$ cat src/rtl/sub_pkg.sv
// Shared constants and FSM state encoding for the
// slice-serial 32-bit subtractor.
package sub_pkg;

  localparam int WIDTH  = 32;
  localparam int SLICE  = 8;
  localparam int NSLICE = WIDTH / SLICE;

  typedef enum logic [1:0] {
    IDLE = 2'd0,
    BUSY = 2'd1,
    DONE = 2'd2
  } state_e;

endpackage

$ cat src/rtl/adder_8.sv
// 8-bit ripple adder.
// Ports: a, b, cin -> s, cout.
module adder_8
  import sub_pkg::*;
(
  input  logic [SLICE-1:0] a,
  input  logic [SLICE-1:0] b,
  input  logic             cin,
  output logic [SLICE-1:0] s,
  output logic             cout
);

  always_comb begin
    {cout, s} = {1'b0, a} + {1'b0, b} + {{SLICE{1'b0}}, cin};
  end

endmodule

$ cat src/rtl/sub_32_seq.sv
// Slice-serial 32-bit subtractor: in1 - in2 - bin, one
// 8-bit slice per clock, LSB first, single shared adder.
// Ports: clk, rst_n, start, in1, in2, bin -> busy, done, diff, bout.
module sub_32_seq
  import sub_pkg::*;
(
  input  logic             clk,
  input  logic             rst_n,
  input  logic             start,
  input  logic [WIDTH-1:0] in1,
  input  logic [WIDTH-1:0] in2,
  input  logic             bin,
  output logic             busy,
  output logic             done,
  output logic [WIDTH-1:0] diff,
  output logic             bout
);

  localparam logic [1:0] LAST = 2'(NSLICE - 1);

  state_e           state_q;
  logic [1:0]       cnt_q;
  logic [WIDTH-1:0] a_q;
  logic [WIDTH-1:0] b_q;
  logic             c_q;
  logic [WIDTH-1:0] diff_q;
  logic             bout_q;

  logic [SLICE-1:0] a_s;
  logic [SLICE-1:0] b_s;
  logic [SLICE-1:0] s_d;
  logic             c_d;
  int               idx;

  always_comb begin
    idx = int'(cnt_q) * SLICE;
    a_s = a_q[idx +: SLICE];
    // subtraction as addition of the inverted subtrahend
    b_s = ~b_q[idx +: SLICE];
  end

  adder_8 u_add (
    .a    (a_s),
    .b    (b_s),
    .cin  (c_q),
    .s    (s_d),
    .cout (c_d)
  );

  always_ff @(posedge clk or negedge rst_n) begin
    if (!rst_n) begin
      state_q <= IDLE;
      cnt_q   <= '0;
      a_q     <= '0;
      b_q     <= '0;
      c_q     <= 1'b0;
      diff_q  <= '0;
      bout_q  <= 1'b0;
    end else begin
      unique case (state_q)
        IDLE, DONE: begin
          if (start) begin
            state_q <= BUSY;
            cnt_q   <= '0;
            a_q     <= in1;
            b_q     <= in2;
            c_q     <= ~bin;
          end else begin
            state_q <= IDLE;
          end
        end
        BUSY: begin
          diff_q[idx +: SLICE] <= s_d;
          c_q                  <= c_d;
          cnt_q                <= cnt_q + 2'd1;
          if (cnt_q == LAST) begin
            bout_q  <= ~c_d;
            state_q <= DONE;
          end
        end
        default: state_q <= IDLE;
      endcase
    end
  end

  assign busy = (state_q == BUSY);
  assign done = (state_q == DONE);
  assign diff = diff_q;
  assign bout = bout_q;

endmodule
$ cat config.mk
export PLATFORM = sky130hd
export DESIGN_NAME = sub_32_seq
export DESIGN_NICKNAME = d
export VERILOG_FILES = /design/src/rtl/sub_pkg.sv /design/src/rtl/adder_8.sv /design/src/rtl/sub_32_seq.sv
export SDC_FILE = /design/constraint.sdc
export NUM_CORES = 1
export LEC_CHECK = 0
export ABC_CLOCK_PERIOD_IN_PS = 3000
export BUFFER_PORTS_ARGS = -buffer_cell sky130_fd_sc_hd__buf_2
export CAP_MARGIN = 20
export CORE_AREA = 4 4 107 109
export CTS_CLUSTER_DIAMETER = 50
export DETAILED_ROUTE_END_ITERATION = 10
export DIE_AREA = 0 0 111 113
export PLACE_DENSITY = 0.7
export SLEW_MARGIN = 20
export SYNTH_ARGS = -nofsm -noshare
export SYNTH_HDL_FRONTEND = slang
export SYNTH_SLANG_ARGS = --single-unit
export TNS_END_PERCENT = 5
$ cat constraint.sdc
create_clock -name clk -period 3 [get_ports clk]
set_input_delay 0.75 -clock clk [delete_from_list [all_inputs] [get_ports clk]]
set_output_delay 0.75 -clock clk [all_outputs]
set_load 0.02 [all_outputs]
* Word-level counts from Yosys, hierarchy flattened
Index checks and enable logic that the tools add are counted.
Word-level totals: flip-flop bits (word level) 102, output and inout port bits 35, logic and storage cells 37
Cells by class: $add $sub $neg 4, equal/unequal tests 5, shift-type cells 4, mux-type cells 8, bitwise gates (word level) 3, reduce and logical (&&, ||, !) cells 6
Operators by type and width (number):
- indexed part select 32 x 6 -> 8 bit | 2
- negation 5 -> 33 bit | 1
- variable shift 8 x 33 -> 32 bit (first input constant) | 1
- indexed part select 8 x 33 -> 32 bit | 1
- bitwise mux 32 bit | 1
- adder 8 x 8 -> 9 bit | 1
- adder 9 x 1 -> 9 bit | 1
- inverter 8 bit | 1
- case mux 2 bit (2 select lines) | 2
- AND reduction 2 bit | 3
- equality test 2 bit (second input constant) | 2
- 2-to-1 mux 2 bit | 2
- adder 2 x 1 -> 2 bit (second input constant) | 1
- equality test 2 x 1 -> 1 bit (second input constant) | 1
- zero test 2 bit | 1
- 2-to-1 mux 1 bit | 2
- inequality test 2 x 1 -> 1 bit (second input constant) | 1
- inequality test 2 bit (second input constant) | 1
- inverter 1 bit | 2
- case mux 1 bit (2 select lines) | 1
- nonzero test 2 bit | 1
- OR reduction 2 bit | 1

* Logic depth before layout (Yosys ltp)
Gate-level depths: netlist of run 1.
depth in word-level cells 6, depth in mapped cells 10

* Modules after synthesis
From an unflattened synthesis of run 1, not the netlist that was laid out.
Unflattened totals: cell total of the unflattened synthesis 479, area total of the unflattened synthesis 4702.0 um2
By module, submodules not included:
- sub_32_seq | instances 1, cells each 437, area an instance 4370.4 um2
- adder_8 | instances 1, cells each 42, area an instance 331.6 um2

* Least setup slack after synthesis of run 1
OpenSTA, ideal clock, no wires.
path kind register -> register, start register cnt_q[0], end register diff_q[14], in the netlist diff[14], setup time 0.121 ns, arrival time 2.867 ns, slack 0.012 ns, cell stages (with the launch flop) 10, path buffers 1, cells stage by stage dfrtp_1 > buf_2 > mux4_2 > fa_1 > fa_1 > nor2b_1 > o2111ai_1 > a31oi_1 > a31oi_1 > a22o_1
Between the ends: longest elaborated chain between the ends 6, elaborated cells on any way between the ends 9
Ends and longest elaborated chain:
- from (decl) | RTL line sub_32_seq.sv:22 | logic [1:0] cnt_q;
- from (signal assigned) | RTL line sub_32_seq.sv:75 | cnt_q <= cnt_q + 2'd1;
- indexed part select 32 x 6 -> 8 bit | RTL line sub_32_seq.sv:39 | b_s = ~b_q[idx +: SLICE];
- inverter 8 bit | RTL line sub_32_seq.sv:39
- adder 8 x 8 -> 9 bit | RTL line adder_8.sv:14 | {cout, s} = {1'b0, a} + {1'b0, b} + {{SLICE{1'b0}}, cin};
- adder 9 x 1 -> 9 bit | RTL line adder_8.sv:14
- indexed part select 8 x 33 -> 32 bit | RTL line sub_32_seq.sv:73 | diff_q[idx +: SLICE] <= s_d;
- bitwise mux 32 bit * | RTL line sub_32_seq.sv:73
- to (signal assigned) | RTL line sub_32_seq.sv:57 | diff_q <= '0;
- to (signal, indexed assignment) | RTL line sub_32_seq.sv:73
- to (decl) | RTL line sub_32_seq.sv:26 | logic [WIDTH-1:0] diff_q;
Every way passes the cells marked *; elsewhere a longest branch is shown, timed or not. A chain may end at the register's enable or synchronous reset.

* Final worst setup path of run 1
Ends and elaborated chain as after synthesis.

==> results of run 1 <==
==> layer usage <==
layer	share of wire (%)	wire (µm)	GRT usage, %
met5	0	0	0
met2	48	5100	28.6
met1	45	4810	23.5
met3	5.5	590	3.85
met4	1.3	133	5.34
==> through the flow <==
| step | instance area, µm² | std cells |
|---|---|---|
| floorplan | 4630 | 467 |
| global placement | 5340 | 698 |
| detailed placement | 5340 | 698 |
| CTS | 5530 | 713 |
| global route | 5540 | 713 |
| finish | 5540 | 713 |
==> cells in the final DEF, fill, tap and decap left out, types with 2 or more instances in the layout <==
master | Yosys | routed
a21o_1 | 2 | 2
a21oi_1 | 3 | 3
a22o_1 | 21 | 21
a31oi_2 | 0 | 2
buf_12 | 0 | 2
buf_2 | 2 | 101
buf_4 | 2 | 8
clkbuf_8 | 0 | 10
clkinv_2 | 0 | 2
dfrtp_1 | 102 | 102
fa_1 | 2 | 2
ha_1 | 13 | 13
inv_1 | 15 | 15
mux4_2 | 16 | 16
nand2_1 | 213 | 213
nand2b_1 | 5 | 4
nand4_1 | 3 | 3
nor2_1 | 12 | 12
nor2b_1 | 3 | 2
o21ai_0 | 12 | 12
o21ai_1 | 3 | 3
xnor2_1 | 3 | 3
==> flip-flops by register name (all words and copies together) (netlist names) <==
| register | count |
|---|---|
| diff | 32 |
| a_q | 32 |
| cnt_q | 2 |
| b_q | 32 |
| c_q | 1 |
| state_q | 2 |
| bout | 1 |
==> report_power, final <==
group / total, mW / switching (mW) / internal [mW]
Combinational: 3.90 / 2.35 / 1.55
Clock: 0.841 / 0.439 / 0.402
Sequential: 2.30 / 0.336 / 1.97
==> final timing paths <==
path | depth (start not counted) | start | endpoint | slack [ps]
worst max-delay path | 10 | cnt_q[0] | diff[14] | 170
worst min register to register | 2 | a_q[9] | a_q[9] | 480
min in group clk | 2 | a_q[9] | a_q[9] | 480
worst max register to register | 10 | cnt_q[0] | diff[14] | 170
worst min-delay path | 1 | rst_n | diff[29] | 330
max in group asynchronous | 2 | rst_n | a_q[17] | 1990
==> cell families (layout without fill, tap and decap cells) <==
logic type	Yosys count	in the layout	share of synthesized area [%]
AOI/OAI and AO/OA	51	51	8.07
xor gates and xnor gates	4	4	0.756
DFF	102	102	55.1
adders and majority gates	15	15	4.37
and+or+nand+nor	244	244	20.9
buffers and inverters	35	141	3.05
muxes	16	16	7.78
==> Yosys cell counts <==
library cell  instances
nor2b_1               3
o211a_1               1
dfrtp_1             102
o21ai_1               3
o211ai_1              1
ha_1                 13
a31oi_1               2
or2_1                 1
fa_1                  2
o2111ai_1             1
a221oi_1              1
nor2_1               12
and2_1                1
a21o_1                2
buf_1                 1
a22o_1               21
xor2_1                1
a21oi_1               3
nand2b_1              5
nand3_1               1
o211ai_2              1
nor2_2                1
xnor2_1               3
nor3_2                1
nand2_2               1
or3_1                 1
nand4_1               3
buf_4                 2
a211oi_1              1
clkbuf_1             15
nand2_1             213
inv_1                15
buf_2                 2
or4_1                 1
a22oi_1               1
o211a_2               1
mux4_2               16
o21ai_0              12
==> final cells by class <==
class                      count  area share, %
clock buffer                  11           2.55
clock inverter                 4          0.858
inverter                      15           1.02
multi-input combinational    330           35.4
sequential                   102           46.1
tap                          140           3.16
timing repair buffer         111           10.9
==> worst max-delay path, stage by stage, from the launching register on <==
cell and delay (ps):
dfrtp_1 430, buf_12 190, mux4_2 330, inv_1 50, fa_1 420, fa_1 410, nor2b_1 150, o2111ai_1 180
a31oi_2 240, a31oi_2 90, a22o_1 230
==> summary.md, run 1 <==
| Metric | Value |
|---|---|
| Max VDD drop | `579 µV` |
| Number of diodes | `0` |
| Endpoints failing setup | `0` |
| Leakage | `2.97 nW` |
| Post-Route WL | `10,600 µm` |
| Tot Pwr | `7.04 mW` |
| Register area share after synthesis | `55.1%` |
| Share of layout cells above drive strength 1 | `26.2%` |
| Core area | `10,600 µm²` |
| Via count | `3,602` |
| Post-DR wirelength/cell | `14.9 µm` |
| Final #Nets | `652` |
| Die X | `111 µm` |
| Routability cong. | `0.901` |
| Fill cell count | `978` |
| DP Worst Slack | `130 ps` |
| Multi-input logic area | `1960 µm²` |
| Hold-fix buffers at CTS | `0` |
| Mean Syn Cell Area | `9.92 µm²` |
| Final worst setup slack | `171 ps` |
| Register area | `2550 µm²` |
| CTS tree | `done` |
| Clock root cell | `clkbuf_8` |
| Final worst path period need | `2830 ps` |
| Worst slack on hold paths | `327 ps` |
| Area of the die | `12,500 µm²` |
| Final ANT Viol Nets | `0` |
| CTS buffer count | `9` |
| CP startpoint kind | `register` |
| Unique masters post-synth | `38` |
| Data required, critical path | `3250 ps` |
| Max-Cap Viols | `0` |
| # port buffers | `102` |
| First-pass GRT wire length | `17,700 µm` |
| Worst-path clk slew | `90 ps` |
| Final worst-path cycle share | `94.3%` |
| Pin count of the biggest net entering global routing | `65` |
| Max Clk Rate | `353 MHz` |
| Starting Density | `43.7%` |
| Largest area contributor in the netlist | `dfrtp_1` |
| Worst Path Max Fanout | `16` |
| Cell Rows | `38` |
| Iter 0 DRT Violations | `231` |
| Unrepaired setup endpoints after global routing | `false` |
| Total GRT Usage | `17.5%` |
| Clk buf depth | `2` |
| Vias in the first global route | `3,690` |
| GRT Residual Overflow | `0` |
| Rel. slew slack | `57.9%` |
| Die span in y | `113 µm` |
| Post-CTS Setup Inserts | `0` |
| Clk sink count | `102` |
| Clock latency on the worst-skew pair | `360 ps` |
| Synth warn | `0` |
| Drt drc | `0` |
| Critical Path AT | `3080 ps` |
| Status | `complete, no violations` |
| Worst Tran Pin Value | `632 ps` |
| Critical Path End Type | `register` |
| Flops & latches, synth | `102` |
| Max-slew violations | `0` |
| Synthesized area | `4630 µm²` |
| I/O pin cnt | `103` |
| Top post-synthesis cells by area | `dfrtp_1 55%, nand2_1 17%, mux4_2 7.8%, a22o_1 4.0%, ha_1 3.5%` |
| Kind of critical path | `reg2reg` |
| Hold Path Class | `in2async` |
| Cells after Synth | `467` |
| Top cell type's share of synthesized area | `55.1%` |
| Post-Route Utilization | `52.3%` |
| # resized after CTS | `0` |
| Post-route setup TNS | `0 ps` |
| Area delta synth->final | `19.6%` |
| DR vias/cell | `5.05` |
| Clock skew | `12.1 ps` |
| H-tree depth | `3` |
| First drt pass iteration count | `5` |
| HPWL after DPL | `8030 µm` |
| Initial antenna violation count | `0` |
| Synthesized Nets | `550` |
| Final Hold Viols | `0` |
| Power Density | `1270 nW/µm²` |
No activity file was read; power rests on OpenSTA's default activity.
==> run 2, diff against run 1 <==
PLACE_DENSITY = default   (was 0.7)
PLACE_DENSITY_LB_ADDON = 0.25   (was default)
==> summary.md, run 2 (synthesized netlist as in run 1, its figures left out) <==
| Metric | Value |
|---|---|
| CTS tree | `done` |
| Status | `complete, no violations` |
| Clk sink count | `102 (unchanged)` |
| Max Clk Rate | `348 MHz (-1.4%)` |
| Iter 0 DRT Violations | `177 (-23%)` |
| Final ANT Viol Nets | `0 (unchanged)` |
| First drt pass iteration count | `4 (-1)` |
| Post-route setup TNS | `0 ps (unchanged)` |
| Max-slew violations | `0 (unchanged)` |
| Rel. slew slack | `40.5% (-17 points)` |
| Power Density | `1280 nW/µm² (+1.1%)` |
| Area delta synth->final | `20.0%` |
| Met1 GRT Util | `24.9% (+1.4 points)` |
| Vias in the first global route | `3,686 (-0.11%)` |
| Die span in y | `113 µm (unchanged)` |
| Via count | `3,604 (+0.056%)` |
| GRT Residual Overflow | `0 (unchanged)` |
| H-tree depth | `3 (unchanged)` |
| Number of diodes | `0 (unchanged)` |
| Worst Tran Pin Value | `892 ps (+261 ps)` |
| Met3 usage | `3.42% (-0.43 points)` |
| Kind of critical path | `reg2reg` |
| # port buffers | `102 (unchanged)` |
| Core area | `10,600 µm² (unchanged)` |
| Post-Route WL | `10,700 µm (+0.87%)` |
| Commonest non-fill, non-tap cell in the layout | `nand2_1` |
| Post-Route Utilization | `52.5% (+0.20 points)` |
| Leakage | `2.98 nW (+0.53%)` |
| Clock latency on the worst-skew pair | `370 ps (about the same)` |
| Clk buf depth | `2 (unchanged)` |
| Clock skew | `14.7 ps (+2.55 ps)` |
| Clock root cell | `clkbuf_8` |
| Worst slack on hold paths | `477 ps (+151 ps)` |
| Data required, critical path | `3260 ps (about the same)` |
| Hold-fix buffers at CTS | `0 (unchanged)` |
| I/O pin cnt | `103 (unchanged)` |
| Share of layout cells above drive strength 1 | `26.4% (+0.26 points)` |
| Max-Cap Viols | `0 (unchanged)` |
| Final worst-path cycle share | `95.7% (+1.4 points)` |
| Area of the die | `12,500 µm² (unchanged)` |
| Final Hold Viols | `0 (unchanged)` |
| Die X | `111 µm (unchanged)` |
| Final worst path period need | `2870 ps (+41.3 ps)` |
| Critical Path End Type | `register` |
| Worst-path clk slew | `110 ps (+20 ps)` |
| Pin count of the biggest net entering global routing | `73 (+12%)` |
| Starting Density | `43.7% (unchanged)` |
| Cell Rows | `38 (unchanged)` |
| Global Route met2 Usage | `28.3% (-0.36 points)` |
| Drt drc | `0 (unchanged)` |
| Final #Nets | `653 (+0.15%)` |
| DR vias/cell | `5.04 (-0.22%)` |
| Placed Area | `5330 µm² (about the same)` |
| CTS buffer count | `9 (unchanged)` |
| Final non-filler cell total | `715 (+0.28%)` |
| Layer with the highest usage | `met2` |
| Most frequent cells in the layout | `213 x nand2_1, 101 x dfrtp_1, 101 x buf_2, 21 x a22o_1, 16 x mux4_2` |
| First-pass GRT wire length | `18,000 µm (+1.4%)` |
| Hold Path Class | `in2async` |
| Initial antenna violation count | `0 (unchanged)` |
| HPWL after DPL | `8050 µm (+0.23%)` |
| Post-DR wirelength/cell | `15.0 µm (+0.59%)` |
| Max VDD drop | `553 µV (-4.6%)` |
| Critical Path AT | `3130 ps (+50 ps)` |
| Worst Path Max Fanout | `5 (-11)` |
| Routability cong. | `0.880 (-2.3%)` |
| Total GRT Usage | `17.9% (+0.46 points)` |
| Design area | `5560 µm² (+0.38%)` |
| Endpoints failing setup | `0 (unchanged)` |
| Placed cell count | `699 (+0.14%)` |
| Unrepaired setup endpoints after global routing | `false` |
| CP startpoint kind | `register` |
run 2: cell types whose count changed in the layout (fill, tap and decap cells not counted), sizes merged:
cell	before	now
inv	15	18
buf	111	112
clkbuf	11	9
clkinv	2	1
bufinv	1	2
run 2: final timing paths:
check	from	end	slack (ps)	cells past startpoint
min	rst_n	diff[21]	480	1
min reg2reg	b_q[26]	b_q[26]	480	2
max reg2reg	cnt_q[0]	diff[14]	130	8
min in group clk	b_q[26]	b_q[26]	480	2
max in group asynchronous	rst_n	b_q[30]	1700	2
max	cnt_q[0]	diff[14]	130	8
run 2: per-layer routing:
metal  vias up  share of wire (%)
met5         -                  0
met4         0                2.1
met3        17                5.3
met2       107                 48
met1      1731                 45
li1       1749                  -
run 2: worst max-delay path, cell delays in order, from the launching register on:
cell	delay, ps
dfrtp_2	440
mux4_2	530
fa_1	420
fa_1	420
nor2b_1	180
o2111ai_1	150
a31oi_1	260
a31oi_1	130
a22o_1	240
run 2: layout make-up:
type	count	area (µm²)
fillers	989	5040
flip-flops and latches	102	2550
multi-input cells	330	1950
repair buffers	112	601
well taps	140	175
clock buffers	9	124
clock inverters	7	103
inverters	15	56.3
run 2: power by group:
group	internal, mW	leakage (nW)	total [mW]	switching, mW
registers	1.97	1.30	2.30	0.338
logic	1.52	1.57	3.86	2.33
clock network	0.480	0.111	0.978	0.497
total	3.97	2.98	7.14	3.17
run 2: timing repair:
| action | CTS | global route |
|---|---|---|
| resized for setup | 0 | 1 |
| setup endpoints to repair | 0 | 4 |
| buffers inserted | 0 | 0 |
run 2: through the flow:
step	power (mW)	setup slack, ps
after floorplan	5.04	12.3
after global placement	6.09	190
after detailed placement	6.20	75.9
after CTS	7.18	45.8
after global routing	7.73	12.6
final	7.14	130
